## config.mk

```make
export PLATFORM = sky130hd
export DESIGN_NAME = wb_bus_arbiter_flat
export DESIGN_NICKNAME = d
export VERILOG_FILES = /design/src/rtl/wb_bus_arbiter_if.sv /design/src/rtl/wb_bus_arbiter.sv /design/src/flat_wrapper.sv
export SDC_FILE = /design/constraint.sdc
export NUM_CORES = 1
export LEC_CHECK = 0
export BUFFER_PORTS_ARGS = -buffer_cell sky130_fd_sc_hd__clkbuf_2
export CORE_AREA = 4 4 127 129
export CTS_BUF_LIST = sky130_fd_sc_hd__clkbuf_16
export DETAILED_ROUTE_END_ITERATION = 8
export DIE_AREA = 0 0 131 133
export PLACE_DENSITY_LB_ADDON = 0.05
export SETUP_SLACK_MARGIN = 0.02
export SKIP_CTS_REPAIR_TIMING = 1
export SLEW_MARGIN = 40
export SYNTH_ARGS = -nofsm -noshare
export SYNTH_HDL_FRONTEND = slang
export SYNTH_SLANG_ARGS = --single-unit
```

## constraint.sdc

```tcl
create_clock -name clk -period 2.6 [get_ports clk]
set_input_delay 0.26 -clock clk [delete_from_list [all_inputs] [get_ports clk]]
set_output_delay 0.26 -clock clk [all_outputs]
set_load 0.05 [all_outputs]
```

## src/rtl/wb_bus_arbiter_if.sv

```systemverilog
// ---------------------------------------------------------------------------
// wb_bus_arbiter_if
// Wishbone classic link between one initiator and one target.
// Revision: 1.0
// ---------------------------------------------------------------------------
`default_nettype none

interface wb_bus_arbiter_if;
  logic [31:0] adr;
  logic [31:0] dat_w;   // initiator -> target data
  logic [31:0] dat_r;   // target -> initiator data
  logic        stb;
  logic        cyc;
  logic        we;
  logic [3:0]  sel;
  logic        ack;
  logic        err;

  // Initiator side of the link
  modport master (
    output adr, dat_w, stb, cyc, we, sel,
    input  dat_r, ack, err
  );

  // Target side of the link
  modport slave (
    input  adr, dat_w, stb, cyc, we, sel,
    output dat_r, ack, err
  );
endinterface

`default_nettype wire

```

## src/rtl/wb_bus_arbiter.sv

```systemverilog
// ---------------------------------------------------------------------------
// wb_bus_arbiter
// Two-master / one-slave Wishbone arbiter with round-robin CYC ownership and
// a watchdog that terminates hung slave transactions with an error pulse.
// Revision: 1.0
// ---------------------------------------------------------------------------
`default_nettype none

module wb_bus_arbiter #(
  parameter int TIMEOUT  = 1024,
  parameter int TO_CNT_W = 16
) (
  input  logic                clk,
  input  logic                rst,            // asynchronous, active low
  wb_bus_arbiter_if.slave     m0,
  wb_bus_arbiter_if.slave     m1,
  wb_bus_arbiter_if.master    s,
  output logic [1:0]          grant,
  output logic [TO_CNT_W-1:0] timeout_count
);

  typedef enum logic [1:0] {
    IDLE    = 2'd0,
    OWN0    = 2'd1,
    OWN1    = 2'd2,
    RECOVER = 2'd3
  } state_t;

  // Watchdog compares against TIMEOUT-1; TIMEOUT is at most 65535
  localparam logic [15:0] WD_LIMIT = 16'(TIMEOUT - 1);

  state_t      state;
  state_t      state_next;
  logic        last_grant;       // 0: master 0 was granted last, 1: master 1
  logic        last_grant_next;
  logic [15:0] wd;
  logic [15:0] wd_next;

  logic owner0;
  logic owner1;
  logic own_active;
  logic owner_cyc;
  logic owner_stb;
  logic fire;

  // Owner decode: in RECOVER the offender (last_grant) still owns the bus
  always_comb begin
    owner0     = (state == OWN0) || ((state == RECOVER) && !last_grant);
    owner1     = (state == OWN1) || ((state == RECOVER) &&  last_grant);
    own_active = (state == OWN0) || (state == OWN1);
    owner_cyc  = (owner0 && m0.cyc) || (owner1 && m1.cyc);
    owner_stb  = (owner0 && m0.stb) || (owner1 && m1.stb);
    // An ack in the firing cycle wins over the watchdog
    fire       = own_active && owner_cyc && owner_stb && !s.ack && (wd == WD_LIMIT);
  end

  assign grant = {owner1, owner0};

  // Slave-side mux: follows the owner, zero when nobody owns the bus
  always_comb begin
    s.adr   = 32'd0;
    s.dat_w = 32'd0;
    s.we    = 1'b0;
    s.sel   = 4'd0;
    if (owner0) begin
      s.adr   = m0.adr;
      s.dat_w = m0.dat_w;
      s.we    = m0.we;
      s.sel   = m0.sel;
    end else if (owner1) begin
      s.adr   = m1.adr;
      s.dat_w = m1.dat_w;
      s.we    = m1.we;
      s.sel   = m1.sel;
    end
    // Strobe and cycle are withheld while recovering from a timeout
    s.stb = owner_stb && own_active;
    s.cyc = owner_cyc && own_active;
  end

  // Master-side returns: read data is broadcast, ack/err qualify it per owner
  assign m0.dat_r = s.dat_r;
  assign m1.dat_r = s.dat_r;
  assign m0.ack   = s.ack && own_active && owner0;
  assign m1.ack   = s.ack && own_active && owner1;
  assign m0.err   = fire && owner0;
  assign m1.err   = fire && owner1;

  // Next-state, round-robin arbitration and watchdog next value
  always_comb begin
    state_next      = state;
    last_grant_next = last_grant;
    wd_next         = 16'd0;
    case (state)
      IDLE: begin
        if (m0.cyc && m1.cyc) begin
          if (last_grant) begin
            state_next      = OWN0;
            last_grant_next = 1'b0;
          end else begin
            state_next      = OWN1;
            last_grant_next = 1'b1;
          end
        end else if (m0.cyc) begin
          state_next      = OWN0;
          last_grant_next = 1'b0;
        end else if (m1.cyc) begin
          state_next      = OWN1;
          last_grant_next = 1'b1;
        end
      end
      OWN0: begin
        if (!m0.cyc) begin
          if (m1.cyc) begin
            state_next      = OWN1;
            last_grant_next = 1'b1;
          end else begin
            state_next = IDLE;
          end
        end else if (fire) begin
          state_next = RECOVER;
        end
      end
      OWN1: begin
        if (!m1.cyc) begin
          if (m0.cyc) begin
            state_next      = OWN0;
            last_grant_next = 1'b0;
          end else begin
            state_next = IDLE;
          end
        end else if (fire) begin
          state_next = RECOVER;
        end
      end
      RECOVER: begin
        if (!owner_cyc) state_next = IDLE;
      end
      default: state_next = IDLE;
    endcase
    // Watchdog counts only while a stable owner waits on an ack
    if ((state_next == state) && own_active && owner_stb && !s.ack)
      wd_next = wd + 16'd1;
  end

  // State, arbitration history and watchdog registers
  always_ff @(posedge clk or negedge rst) begin
    if (!rst) begin
      state      <= IDLE;
      last_grant <= 1'b1;
      wd         <= 16'd0;
    end else begin
      state      <= state_next;
      last_grant <= last_grant_next;
      wd         <= wd_next;
    end
  end

  // Saturating count of watchdog events
  always_ff @(posedge clk or negedge rst) begin
    if (!rst) begin
      timeout_count <= '0;
    end else if (fire && (timeout_count != {TO_CNT_W{1'b1}})) begin
      timeout_count <= timeout_count + TO_CNT_W'(1);
    end
  end

endmodule

`default_nettype wire

```

## src/flat_wrapper.sv

```systemverilog
// flat-port wrapper written by rule: the top's interface ports become plain ports
module wb_bus_arbiter_flat 
#(
  parameter int TIMEOUT  = 1024,
  parameter int TO_CNT_W = 16
)
  (clk, rst, grant, timeout_count, m0_adr, m0_dat_w, m0_stb, m0_cyc, m0_we, m0_sel, m0_dat_r, m0_ack, m0_err, m1_adr, m1_dat_w, m1_stb, m1_cyc, m1_we, m1_sel, m1_dat_r, m1_ack, m1_err, s_adr, s_dat_w, s_stb, s_cyc, s_we, s_sel, s_dat_r, s_ack, s_err);
  wb_bus_arbiter_if m0_i ();
  wb_bus_arbiter_if m1_i ();
  wb_bus_arbiter_if s_i ();
  input  logic clk;
  input  logic rst;
  output logic [1:0] grant;
  output logic [TO_CNT_W-1:0] timeout_count;
  input wire logic [$bits(m0_i.adr)-1:0] m0_adr;
  input wire logic [$bits(m0_i.dat_w)-1:0] m0_dat_w;
  input wire logic [$bits(m0_i.stb)-1:0] m0_stb;
  input wire logic [$bits(m0_i.cyc)-1:0] m0_cyc;
  input wire logic [$bits(m0_i.we)-1:0] m0_we;
  input wire logic [$bits(m0_i.sel)-1:0] m0_sel;
  output wire logic [$bits(m0_i.dat_r)-1:0] m0_dat_r;
  output wire logic [$bits(m0_i.ack)-1:0] m0_ack;
  output wire logic [$bits(m0_i.err)-1:0] m0_err;
  input wire logic [$bits(m1_i.adr)-1:0] m1_adr;
  input wire logic [$bits(m1_i.dat_w)-1:0] m1_dat_w;
  input wire logic [$bits(m1_i.stb)-1:0] m1_stb;
  input wire logic [$bits(m1_i.cyc)-1:0] m1_cyc;
  input wire logic [$bits(m1_i.we)-1:0] m1_we;
  input wire logic [$bits(m1_i.sel)-1:0] m1_sel;
  output wire logic [$bits(m1_i.dat_r)-1:0] m1_dat_r;
  output wire logic [$bits(m1_i.ack)-1:0] m1_ack;
  output wire logic [$bits(m1_i.err)-1:0] m1_err;
  output wire logic [$bits(s_i.adr)-1:0] s_adr;
  output wire logic [$bits(s_i.dat_w)-1:0] s_dat_w;
  output wire logic [$bits(s_i.stb)-1:0] s_stb;
  output wire logic [$bits(s_i.cyc)-1:0] s_cyc;
  output wire logic [$bits(s_i.we)-1:0] s_we;
  output wire logic [$bits(s_i.sel)-1:0] s_sel;
  input wire logic [$bits(s_i.dat_r)-1:0] s_dat_r;
  input wire logic [$bits(s_i.ack)-1:0] s_ack;
  input wire logic [$bits(s_i.err)-1:0] s_err;
  assign m0_i.adr = m0_adr;
  assign m0_i.dat_w = m0_dat_w;
  assign m0_i.stb = m0_stb;
  assign m0_i.cyc = m0_cyc;
  assign m0_i.we = m0_we;
  assign m0_i.sel = m0_sel;
  assign m0_dat_r = m0_i.dat_r;
  assign m0_ack = m0_i.ack;
  assign m0_err = m0_i.err;
  assign m1_i.adr = m1_adr;
  assign m1_i.dat_w = m1_dat_w;
  assign m1_i.stb = m1_stb;
  assign m1_i.cyc = m1_cyc;
  assign m1_i.we = m1_we;
  assign m1_i.sel = m1_sel;
  assign m1_dat_r = m1_i.dat_r;
  assign m1_ack = m1_i.ack;
  assign m1_err = m1_i.err;
  assign s_adr = s_i.adr;
  assign s_dat_w = s_i.dat_w;
  assign s_stb = s_i.stb;
  assign s_cyc = s_i.cyc;
  assign s_we = s_i.we;
  assign s_sel = s_i.sel;
  assign s_i.dat_r = s_dat_r;
  assign s_i.ack = s_ack;
  assign s_i.err = s_err;
  wb_bus_arbiter #(.TIMEOUT(TIMEOUT), .TO_CNT_W(TO_CNT_W)) u_core (.clk(clk), .rst(rst), .m0(m0_i), .m1(m1_i), .s(s_i), .grant(grant), .timeout_count(timeout_count));
endmodule
```

# Yosys cells after proc, flatten, opt, wreduce, memory -nomap -nowiden
# Cells that the tools add are included.
[classes]
mul = 0
n_bitwise = 0
n_div = 0
eq_ne = 9
muxes = 28
n_reduce_logical = 31
n_shift = 0
n_lt_le_gt_ge = 0
n_addsub = 2
[op_table]
columns = ["op", "n"]
rows = [
  ["32-bit 2-to-1 mux", 4],
  ["16-bit by 1-bit adder with 16-bit output (second input constant)", 2],
  ["1-bit logical AND", 21],
  ["2-bit 2-to-1 mux", 9],
  ["16-bit by 10-bit == test with 1-bit output (second input constant)", 1],
  ["16-bit 2-to-1 mux", 1],
  ["16-bit != test (second input constant)", 1],
  ["1-bit 2-to-1 mux", 10],
  ["4-bit 2-to-1 mux", 2],
  ["2-bit one-hot mux with 4 select lines", 1],
  ["2-bit != test (second input constant)", 3],
  ["1-bit logical OR", 5],
  ["2-bit == test (second input constant)", 2],
  ["4-bit AND reduction", 1],
  ["1-bit one-hot mux with 3 select lines", 1],
  ["3-bit nonzero test", 1],
  ["2-bit by 1-bit == test with 1-bit output (second input constant)", 1],
  ["2-bit == test", 1],
  ["1-bit zero test", 2],
  ["2-bit zero test", 1],
]
[totals]
register_bits = 35
mem_bits_rw = 0
latch_bits = 0
memories = 0
mem_bits_ro = 0
output_inout_bits = 157

# Logic depth before layout (Yosys ltp)
[logic_depth]
depth_word = 17
ltp_mapped = 10
depth_no_buf = 8

# Worst setup path after synthesis
# Ideal clock, no wire load.
[synth_timing]
kind = "register to output"
start = "register u_core.state[1]"
end = "output port s_dat_w[21]"
stages_incl_launch_ff = 11
t_required_ns = 2.340
path_slack_ns = -0.357
arrival_ns = 2.697
path_cell_list = "dfrtp_1 inv_1 ha_1 clkbuf_1 or2_2 clkbuf_1 nor2b_1 clkbuf_1 clkbuf_1 buf_1 a22o_1"
[synth_between]
elab_chain_len = 5
elab_cells_between_ends = 9
cone_classes = "eq/ne: 3; mux: 2; reduce/logical: 4"
[synth_rtl]
columns = ["item", "line", "rtl"]
rows = [
  ["start: declaration", "wb_bus_arbiter.sv:32", "state_t state;"],
  ["start signal: assignment", "wb_bus_arbiter.sv:153", "state <= state_next;"],
  ["2-bit == test", "wb_bus_arbiter.sv:48, wb_bus_arbiter.sv:49", ""],
  ["1-bit logical AND", "wb_bus_arbiter.sv:49", "owner1 = (state == OWN1) || ((state == RECOVER) && last_grant);"],
  ["1-bit logical OR", "wb_bus_arbiter.sv:49", ""],
  ["32-bit 2-to-1 mux", "wb_bus_arbiter.sv:70", "end else if (owner1) begin"],
  ["32-bit 2-to-1 mux *", "wb_bus_arbiter.sv:65", "if (owner0) begin"],
  ["end: declaration", "flat_wrapper.sv:34", "output wire logic [$bits(s_i.dat_w)-1:0] s_dat_w;"],
]
# Mark *: on every way between the ends. The rest lies on a longest branch, timed or not.

# Worst setup path after layout
[layout_timing]
start = "register u_core.wd[8]"
end = "output port m0_err"
[layout_between]
elab_chain_len = 3
[layout_rtl]
columns = ["item", "line", "rtl"]
rows = [
  ["start: declaration", "wb_bus_arbiter.sv:36", "logic [15:0] wd;"],
  ["start signal: assignment", "wb_bus_arbiter.sv:155", "wd <= wd_next;"],
  ["16-bit by 10-bit == test with 1-bit output", "wb_bus_arbiter.sv:54", "fire = own_active && owner_cyc && owner_stb && !s.ack && (wd == WD_LIMIT);"],
  ["1-bit logical AND", "wb_bus_arbiter.sv:54", ""],
  ["1-bit logical AND", "wb_bus_arbiter.sv:86", "assign m0.err = fire && owner0;"],
  ["end: declaration", "flat_wrapper.sv:23", "output wire logic [$bits(m0_i.err)-1:0] m0_err;"],
]
# Every way passes these cells.

==> results.toml <==
[worst_setup_path]
crit_fanout = 4
critPathKind = "flop to output pin"
endpoint_kind = "output pin"
start_kind = "flop"
reg2reg_to = "u_core.timeout_count[10]"
critPathRequiredTime_ps = 2340
r2r_slack_ps = 20
arrival_ps = 2340
r2r-start = "u_core.wd[8]"
reg2reg_depth = 8

[clocking]
clkLatencyLatePin_ps = 280
cts_tree = "done"
clk_pin_slew_worst_paths_ps = 50
clockRootBuffer = "clkbuf_16"
clock-sinks = 35
cts_made_buffers = 5
cts_buffer_depth = 2
htreeDepth = 2

[global_route]
grt_pass1_vias = 3776
grt_start_max_net_pins = 56
gr-total-overflow = 0
gr-usage-all-layers_pct = 17.54
grt_pass1_wl_um = 23180
antenna_found_initial = 6

[sta]
skew_ps = 3.838
drv_slew = 0
hold_viol = 34
fin_crit_sh_pct = 100.1
fin_crit_ps = 2603
setup_slack_ps = -3.129
fmax_mhz = 384.2
setup_viol = 1
timing.hold.ws_ps = -19.61
rsz0062_at_grt = "true"
max-slew-margin-rel_pct = 65.46
worstMarginPinSlew_ps = 518.1

[routing]
drtIter0Drc = 126
met1_length_um = 5718
vias_per_cell = 4.791
routed.top_layer = "met5"
dr_total_vias = 3737
drc_errors = 0
postRouteWirelength_um = 16470
post_drt_wl_per_cell_um = 21.11
met3_length_um = 2113
ant_nets = 0
dr.pass1.iters = 4
met2_wirelength_um = 8258

[min_path]
hold_class = "input pin to async pin"

[outcome]
violations = "hold timing, setup timing"
status = "complete, but fails checks"

[placed_design]
placed_cells = 759
finalWeightedCongestion = 0.8745
dpl_cell_area_um2 = 4827
dp_worst_setup_slack_ps = -27.96
portBuffers = 237
hpwlAfterDp_um = 13430

[pwr]
p_per_area_nw_per_um2 = 1510
p_leak_nw = 2.778
peakVddDrop_mv = 0.9924

[layout]
stdcell_count = 780
fillers = 1578
insertedDiodeCount = 0
drive_gt1_share_pct = 68.07
areaGrowthSynthToFinish_pct = 57.84
num-nets-final = 777
final_util_pct = 36.77
final_area_um2 = 5528

[synthesis]
synth_area_leader_cell = "dfrtp_1"
yosys.cell_types.count = 52
synth_edf_count = 0
syn-instance-count = 390
syn-num-nets = 574
synthArstFlopShare_pct = 100.0
yosys_register_bits = 35
seq_area_frac_synth_pct = 25.04
yosysWarningCount = 0
netlist_area_um2 = 3502
synth.area.top_cells = "dfrtp_1 24%, a22o_1 17%, buf_4 14%, xnor2_1 4.8%, nand4_1 3.9%"
synth_top_area_share_pct = 24.29
synth-main-ff-cell = "dfrtp_1"
avgSynthCellArea_um2 = 8.980

[die]
die_width_um = 131
initial_core_util_pct = 23.30
rows = 45
core_region_area_um2 = 15030
num_io_pins = 335
die-height_um = 133
die_area_um2 = 17420

[run]
max-cap-violations = 0
how the worst max path moves through the flow:
stage	startpoint	end	slack [ps]
after detailed placement	u_core.wd[10]	u_core.timeout_count[4]	-30
after floorplan	u_core.state[1]	s_dat_w[21]	-40
after CTS	u_core.wd[10]	m1_err	-230
final	u_core.wd[8]	m0_err	-3
after global routing	u_core.wd[8]	m0_err	-70
after global placement	u_core.wd[10]	u_core.timeout_count[5]	-10
layout by cell type (no fill, tap or decap), types with 2 or more instances in the layout:
cell,n
nand3_1,12
nor2_1,9
nor3_2,11
nand2_1,19
buf_2,5
nand4_1,22
buf_12,10
xnor2_1,19
clkbuf_2,175
ha_1,2
nor4_1,3
a21oi_1,8
and2_1,2
nor3_1,9
ha_2,3
a211oi_1,2
xor2_1,7
dfrtp_1,33
clkbuf_16,9
and3_1,9
nand2b_1,2
inv_1,7
buf_6,31
o21ai_0,5
clkbuf_4,9
a31oi_1,3
buf_8,7
a22o_2,57
buf_4,47
inv_2,2
nor2b_1,7
a22o_4,13
mux2_2,5
power breakdown:
group / switching [mW] / internal (mW) / leakage (nW) / total [mW]
sequential: 0.0446 / 0.581 / 0.481 / 0.625
combinational: 4.44 / 2.73 / 2.23 / 7.16
clock: 0.216 / 0.340 / 0.0669 / 0.556
sequential cells by signal, summed over array words and instances, names as in the netlist:
name and flops:
u_core.state 2, u_core.last_grant 1, u_core.timeout_count 16, u_core.wd 16
logic make-up (layout without fill, tap and decap cells):
| logic type | Yosys count | count (layout) | synth area share, % |
|---|---|---|---|
| AOI/OAI and AO/OA | 100 | 100 | 24.15 |
| xor gates and xnor gates | 27 | 27 | 7.288 |
| adders and majority gates | 6 | 6 | 2.144 |
| buffers and inverters | 100 | 302 | 19.94 |
| DFF | 35 | 35 | 25.04 |
| muxes | 5 | 5 | 1.608 |
| and+or+nand+nor | 117 | 117 | 19.83 |
cell type report:
cell class	instances	area, µm²	area share (%)
clock buffer	5	125.1	2.263
inverter	8	30.03	0.5432
clock inverter	1	3.754	0.06790
tap	188	235.2	4.255
sequential	35	878.3	15.89
multi-input combinational	255	2180	39.43
timing repair buffer	288	2076	37.55
Yosys cell counts (2+ instances only):
master,count
a22o_1,69
and3_1,9
nand2b_1,2
xor2_1,7
nor2_1,9
nor3_2,9
xnor2_1,19
inv_1,8
dfrtp_1,34
a21oi_1,8
buf_4,66
clkbuf_1,18
ha_1,6
and2_2,2
nand2_1,20
a211oi_1,2
mux2_2,5
nor4_1,3
nand4_1,22
nor3_1,11
o21ai_0,6
nor2b_1,8
nand3_1,12
buf_6,2
a31oi_1,3
clkbuf_8,3
and2_1,2
per-layer routing:
layer / up-vias / GRT usage [%]
met5: - / 3.235
met4: 12 / 4.629
met3: 24 / 10.42
met2: 193 / 29.43
met1: 1735 / 18.28
li1: 1773 / -
worst max-delay path, cell delays in order (launching register included):
cell	delay (ps)
dfrtp_1	390
or4bb_1	500
or4_4	520
a211oi_4	190
buf_4	160
and2_2	160
buf_12	140
stage by stage:
| step | setup TNS [ps] | power [mW] |
|---|---|---|
| 2_1_floorplan | -419.7 | 5.396 |
| 3_3_place_gp | -11.33 | 6.669 |
| 3_5_place_dp | -44.71 | 6.681 |
| 4_1_cts | -8648 | 7.261 |
| 5_1_grt | -1084 | 8.686 |
| 6_report | -3.129 | 8.345 |
Power figures use the tool's default switching activity.
